$ cat config.mk
export PLATFORM = sky130hd
export DESIGN_NAME = alu_74ls181
export DESIGN_NICKNAME = d
export VERILOG_FILES = /design/src/rtl/alu_74ls181.sv
export SDC_FILE = /design/constraint.sdc
export NUM_CORES = 1
export LEC_CHECK = 0
export BUFFER_PORTS_ARGS = -buffer_cell sky130_fd_sc_hd__buf_4
export CAP_MARGIN = 10
export CORE_MARGIN = 2
export CORE_UTILIZATION = 45
export CTS_BUF_LIST = sky130_fd_sc_hd__clkbuf_4
export DETAILED_ROUTE_END_ITERATION = 7
export PLACE_DENSITY = 0.65
export SLEW_MARGIN = 20
export SYNTH_ARGS = -nofsm -noshare
export SYNTH_HDL_FRONTEND = slang
export SYNTH_SLANG_ARGS = --single-unit
$ cat constraint.sdc
create_clock -name clk -period 0.8 [get_ports clk]
set_input_delay 0.04 -clock clk [delete_from_list [all_inputs] [get_ports clk]]
set_output_delay 0.04 -clock clk [all_outputs]
set_load 0.02 [all_outputs]
$ cat src/rtl/alu_74ls181.sv
// rtl/alu_74ls181.sv - registered 4-bit 74LS181-style ALU slice (16 logic + 16 arithmetic functions)
// Optional ALU_PG_EN adds registered group propagate/generate outputs P and G.
module alu_74ls181 (
    input  logic       clk,
    input  logic       rst,
    input  logic [3:0] A,
    input  logic [3:0] B,
    input  logic [3:0] sel,
    input  logic       mode,
    input  logic       cin,
    output logic [3:0] F,
    output logic       cout,
    output logic       eqAB
`ifdef ALU_PG_EN
    ,
    output logic       P,
    output logic       G
`endif
);

    logic [3:0] x_op;
    logic [3:0] y_op;
    logic [3:0] logic_f;
    logic [4:0] sum;
    logic [4:0] sum_nc;
    logic [3:0] next_f;
    logic       next_cout;

    // Arithmetic functions are all "X plus Y plus cin" with operands picked by sel.
    always_comb begin
        x_op = A;
        y_op = 4'b0000;
        unique case (sel)
            4'b0000: begin x_op = A;        y_op = 4'b0000;  end
            4'b0001: begin x_op = A | B;    y_op = 4'b0000;  end
            4'b0010: begin x_op = A | ~B;   y_op = 4'b0000;  end
            4'b0011: begin x_op = 4'b0000;  y_op = 4'b1111;  end
            4'b0100: begin x_op = A;        y_op = A & ~B;   end
            4'b0101: begin x_op = A | B;    y_op = A & ~B;   end
            4'b0110: begin x_op = A;        y_op = ~B;       end
            4'b0111: begin x_op = A & ~B;   y_op = 4'b1111;  end
            4'b1000: begin x_op = A;        y_op = A & B;    end
            4'b1001: begin x_op = A;        y_op = B;        end
            4'b1010: begin x_op = A | ~B;   y_op = A & B;    end
            4'b1011: begin x_op = A & B;    y_op = 4'b1111;  end
            4'b1100: begin x_op = A;        y_op = A;        end
            4'b1101: begin x_op = A | B;    y_op = A;        end
            4'b1110: begin x_op = A | ~B;   y_op = A;        end
            default: begin x_op = A;        y_op = 4'b1111;  end
        endcase
    end

    always_comb begin
        logic_f = 4'b0000;
        unique case (sel)
            4'b0000: logic_f = ~A;
            4'b0001: logic_f = ~(A | B);
            4'b0010: logic_f = ~A & B;
            4'b0011: logic_f = 4'b0000;
            4'b0100: logic_f = ~(A & B);
            4'b0101: logic_f = ~B;
            4'b0110: logic_f = A ^ B;
            4'b0111: logic_f = A & ~B;
            4'b1000: logic_f = ~A | B;
            4'b1001: logic_f = ~(A ^ B);
            4'b1010: logic_f = B;
            4'b1011: logic_f = A & B;
            4'b1100: logic_f = 4'b1111;
            4'b1101: logic_f = A | ~B;
            4'b1110: logic_f = A | B;
            default: logic_f = A;
        endcase
    end

    assign sum       = {1'b0, x_op} + {1'b0, y_op} + {4'b0000, cin};
    assign sum_nc    = {1'b0, x_op} + {1'b0, y_op};
    assign next_f    = mode ? logic_f : sum[3:0];
    assign next_cout = mode ? 1'b0 : sum[4];

    always_ff @(posedge clk or posedge rst) begin
        if (rst) begin
            F    <= 4'b0000;
            cout <= 1'b0;
            eqAB <= 1'b0;
        end else begin
            F    <= next_f;
            cout <= next_cout;
            eqAB <= (next_f == 4'b1111);
        end
    end

`ifdef ALU_PG_EN
    // Group terms exclude cin so that cout == G | (P & cin) for lookahead chaining.
    always_ff @(posedge clk or posedge rst) begin
        if (rst) begin
            P <= 1'b0;
            G <= 1'b0;
        end else begin
            P <= mode ? 1'b0 : &(x_op ^ y_op);
            G <= mode ? 1'b0 : sum_nc[4];
        end
    end
`endif

endmodule

# Word-level counts from Yosys, hierarchy flattened
# Cells that the tools add are included.
dict set report op_classes {
  n_reduce_logical 7
  mux 5
  n_mul 0
  shifts 0
  magnitude_cmp 0
  div_mod_pow 0
  add_sub_neg 2
  eq_ne 15
  bitwise_logic 12
}
# cell n
set op_table {}
lappend op_table {{4-bit one-hot mux with 15 select lines} 1}
lappend op_table {{4-bit equality test, second input constant} 8}
lappend op_table {{4-bit one-hot mux with 6 select lines} 1}
lappend op_table {{4-bit NOT} 5}
lappend op_table {{4-bit one-hot mux with 5 select lines} 1}
lappend op_table {{4-bit by 3-bit equality test with 1-bit output, second input constant} 4}
lappend op_table {{4-bit AND} 3}
lappend op_table {{4-bit bitwise OR} 3}
lappend op_table {{3-bit OR reduction} 4}
lappend op_table {{4-bit by 2-bit equality test with 1-bit output, second input constant} 2}
lappend op_table {{4-bit by 4-bit adder with 5-bit output} 1}
lappend op_table {{5-bit by 1-bit adder with 5-bit output} 1}
lappend op_table {{4-bit by 1-bit equality test with 1-bit output, second input constant} 1}
lappend op_table {{4-bit logical NOT} 1}
lappend op_table {{4-bit 2-to-1 mux} 1}
lappend op_table {{2-bit OR reduction} 2}
lappend op_table {{4-bit XOR} 1}
lappend op_table {{1-bit 2-to-1 mux} 1}
dict set report word_totals {
  out_inout_bits 6
  register_bits 6
  rom_bits 0
  latchBits 0
  memories 0
  ramBits 0
}

# Depth between registers and ports, before layout
dict set report depth {
  word_depth 7
  ltp_mapped 16
}

# Worst setup path before layout
# No wires, ideal clock.
dict set report synth_path {
  kind {input -> register}
  start {in sel[1]}
  end {reg eqAB}
  setup_slack_ns -1.748
  arrival_ns 2.428
  path_stages 13
  setup_time_ns 0.120
  t_required_ns 0.680
  cell_sequence {buf_2 > inv_1 > buf_2 > nand2_1 > a21oi_1 > or2_2 > clkbuf_1 > a21oi_1 > fa_1 > a221o_1 > a311oi_1 > a31oi_1 > and4_1}
}
dict set report synth_between {
  elab_chain_cells 7
  elab_cells_between_ends 28
}
# item line_no
set synth_rtl {}
lappend synth_rtl {{start: declaration} 8} ;# input logic [3:0] sel,
lappend synth_rtl {{4-bit equality test (tied with other cells)} {33, 55}}
lappend synth_rtl {{3-bit OR reduction (no line) or 2-bit OR reduction (tied branches)} -}
lappend synth_rtl {{4-bit one-hot mux with 6 select lines or 4-bit one-hot mux with 5 select lines (tied branches)} 33} ;# unique case (sel)
lappend synth_rtl {{4-bit by 4-bit adder with 5-bit output} -}
lappend synth_rtl {{5-bit by 1-bit adder with 5-bit output} 75} ;# assign sum = {1'b0, x_op} + {1'b0, y_op} + {4'b0000, cin};
lappend synth_rtl {{4-bit 2-to-1 mux (*)} 77} ;# assign next_f = mode ? logic_f : sum[3:0];
lappend synth_rtl {{net next_f[0]} 26} ;# logic [3:0] next_f;
lappend synth_rtl {{4-bit equality test (*)} 88} ;# eqAB <= (next_f == 4'b1111);
lappend synth_rtl {{end signal: assignment} 88}
lappend synth_rtl {{end: declaration} 13} ;# output logic eqAB
# The timed path passes the listed nets; every way through them passes the cells marked *.

# Worst setup path after layout
dict set report layout_path {
  start {in sel[2]}
  end {reg eqAB}
}
# The elaborated chain is that of the path after synthesis.

==> summary.txt <==
type of the worst setup path: in2reg
Post-synth top flop: sky130_fd_sc_hd__dfrtp_1
time the final worst path needs with I/O delays and setup: 2290 ps
maximum fanout encountered on the critical timing path: 7
nets@finish: 358
placed cell areas: 2250 um^2
number of inserted diodes: 0
Layout Area Growth over Synthesis: 82.1%
total standard cell area after synthesis: 1510 um^2
average wire per standard cell: 18.1 um
CP Data Arrival Time: 2470 ps
cell types occupying the most area after synthesis: sky130_fd_sc_hd__ha_1 16%, sky130_fd_sc_hd__dfrtp_1 9.9%, sky130_fd_sc_hd__nor2_1 7.0%
vias after detailed routing: 2205
post-synth cell types: 49
status: complete, but fails checks
maximum number of pins on one net before global-route repair: 15
Hold Fails Final Rpt: 0
Critical path origin: sel[2]
wirelength, routed: 6610 um
Storage cell area: 150 um^2
GR Util All Layers: 36.7%
pwr dens: 930 nW/um^2
initial DRC count: 214
core outline area: 3280 um^2
Die Y-Extent: 61.9 um
biggest area consumer among synthesized cells: sky130_fd_sc_hd__ha_1
TritonCTS clock tree: done
area of the die: 3840 um^2
Final Cell Area: 2750 um^2
starting utilization of the core area: 46.0%
Hold WC Path Type: in2reg
buffer cell driving the clock tree root: sky130_fd_sc_hd__clkbuf_4
die width: 61.9 um
mean instance size in the synthesized netlist: 7.16 um^2
count of standard-cell rows: 21
post-synthesis instance total: 211
EDFF count, synth: 0
leakage power: 0.00128 uW
HPWL after detailed placement: 4480 um
1st-pass router iterations: 5
GRT overflow: 0
Synth Warn #: 0
worst voltage drop across the vdd grid: 0.447 mV
final-report setup violation count: 7
clock sink count: 6
share of flip-flops with an asynchronous set or reset: 100%
cell with the most instances after synthesis: sky130_fd_sc_hd__nor2_1
number of nets with antenna violations after detailed routing: 0
share of the cycle needed by the critical path after routing: 286%
number of fill cells: 205
transition at the pin with the smallest max-transition slack: 557 ps
number of global-route vias before repair: 2217
Setup crit end kind: flop
unrepaired setup endpoints after global routing: yes
clock slew seen by the registers of the worst setup and hold paths: 40 ps
crit path setup slack, layout: -1490 ps
# port buffers: 21
proportion of layout cells with a drive suffix above 1: 53.9%
ratio of routed vias to standard cells: 6.04
end point of the critical path: eqAB
number of CTS-inserted buffers: 3
portion of the post-synthesis area used by sequential elements: 9.94%
tightest slew margin relative to the limit: 61.9%
max-slew violations: 0
Syn Nets: 248
area taken by multi-input logic gates: 1450 um^2
commonest cells in the netlist: 28 x sky130_fd_sc_hd__nor2_1, 19 x sky130_fd_sc_hd__ha_1, 16 x sky130_fd_sc_hd__inv_1, 16 x sky130_fd_sc_hd__nand2_1, 15 x sky130_fd_sc_hd__a21oi_1
post-detailed-route DRC marker count: 0
final estimated routing congestion in global placement: 0.994
CP required: 980 ps
max capacitance violation total: 0
sum of negative setup slack: -7970 ps
#FFs+latches synth: 6
violated checks: negative setup slack
launching element type of the critical path: input pin
maximum frequency from static timing analysis: 437 MHz
IO Count: 22
fraction of post-synthesis cell area in the top cell type by area: 15.7%
initial antenna violation count: 0
maximum root-to-sink buffer count: 2
first-pass GRT wire length: 10300 um
H-Tree Level Count: 1
-- stage by stage --
step / worst slack [ps] / total power (uW) / hold WS (ps) / util, % / std cells
2_1_floorplan: -1530 / 1270 / -169 / - / 211
3_3_place_gp: -1840 / 1900 / -44.2 / 68.4 / 339
3_5_place_dp: -1910 / 1940 / -29.6 / 68.4 / 339
4_1_cts: -1420 / 2410 / 116 / 80.7 / 362
5_1_grt: -1540 / 2700 / 133 / 83.7 / 365
6_report: -1490 / 2560 / 107 / 83.7 / 365
-- worst min-delay path by stage --
stage,from,to,slack (ps),depth (start not counted)
2_1_floorplan,rst,F[0],-170,1
3_3_place_gp,rst,F[2],-40,2
3_5_place_dp,rst,cout,-30,2
4_1_cts,mode,cout,120,3
5_1_grt,mode,cout,130,3
6_report,mode,cout,110,3
-- area by class of cell --
class                      count  area share, %
tap                           46           2.09
inverter                      17           2.96
sequential                     6           5.46
multi-input combinational    173           52.8
timing repair buffer         120           35.9
clock buffer                   3          0.819
-- registers in the layout, indices dropped and copies added (netlist names) --
signal	flops
cout	1
eqAB	1
F	4
-- worst max-delay path, cell delays in order --
cell                        delay [ps]
sky130_fd_sc_hd__buf_8             120
sky130_fd_sc_hd__buf_8             130
sky130_fd_sc_hd__buf_4             130
sky130_fd_sc_hd__nand2_2            90
sky130_fd_sc_hd__a21oi_1            80
sky130_fd_sc_hd__or2_4             270
sky130_fd_sc_hd__nor2_4            110
sky130_fd_sc_hd__a21oi_4            40
sky130_fd_sc_hd__fa_2              420
sky130_fd_sc_hd__inv_2              70
sky130_fd_sc_hd__fa_1              420
sky130_fd_sc_hd__o2bb2ai_2         140
sky130_fd_sc_hd__a31oi_2           210
sky130_fd_sc_hd__and4_1            220
-- metal layers --
| layer | up-vias | wire length, um | GRT usage, % |
|---|---|---|---|
| met4 | 0 | 334 | 24.0 |
| met3 | 37 | 485 | 5.18 |
| li1 | 996 | - | - |
| met2 | 146 | 3320 | 64.8 |
| met1 | 1026 | 2470 | 40.8 |
| met5 | - | 0 | 0 |
-- cells in the final DEF, fill, tap and decap left out, types with 4 or more instances in the layout --
master and count:
sky130_fd_sc_hd__inv_1 9, sky130_fd_sc_hd__a31oi_1 4, sky130_fd_sc_hd__o21ai_0 10, sky130_fd_sc_hd__a21oi_1 11
sky130_fd_sc_hd__nor2_1 23, sky130_fd_sc_hd__ha_4 7, sky130_fd_sc_hd__ha_1 11, sky130_fd_sc_hd__mux2i_1 6
sky130_fd_sc_hd__buf_6 13, sky130_fd_sc_hd__dfrtp_1 6, sky130_fd_sc_hd__nor3_1 4, sky130_fd_sc_hd__nand2_1 12
sky130_fd_sc_hd__nand3_1 7, sky130_fd_sc_hd__buf_4 102, sky130_fd_sc_hd__o22ai_1 5
-- repair_timing --
action,in CTS,in global routing
endpoints found under the hold margin,6,0
setup buffers,20,3
gates resized for setup,57,19
pin swaps,24,18
endpoints found under the setup margin,8,11
hold buffers,1,0
-- power by group --
part / switching [uW] / total, uW / internal [uW] / leakage [uW]
combinational: 913 / 1880 / 967 / 0.00119
sequential: 33.0 / 402 / 369 / 0.0000732
clock: 106 / 276 / 169 / 0.0000138
-- cells by family (layout without fill, tap and decap cells) --
group,Yosys count,in the layout,share of synthesized area [%]
xor+xnor,2,2,1.16
mux,7,7,5.47
fa+ha+maj,21,21,18.4
simple gates,72,72,22.8
compound gates,71,71,32.1
flops,6,6,9.94
buf+inv,32,140,10.1
No activity file was read; power rests on OpenSTA's default activity.
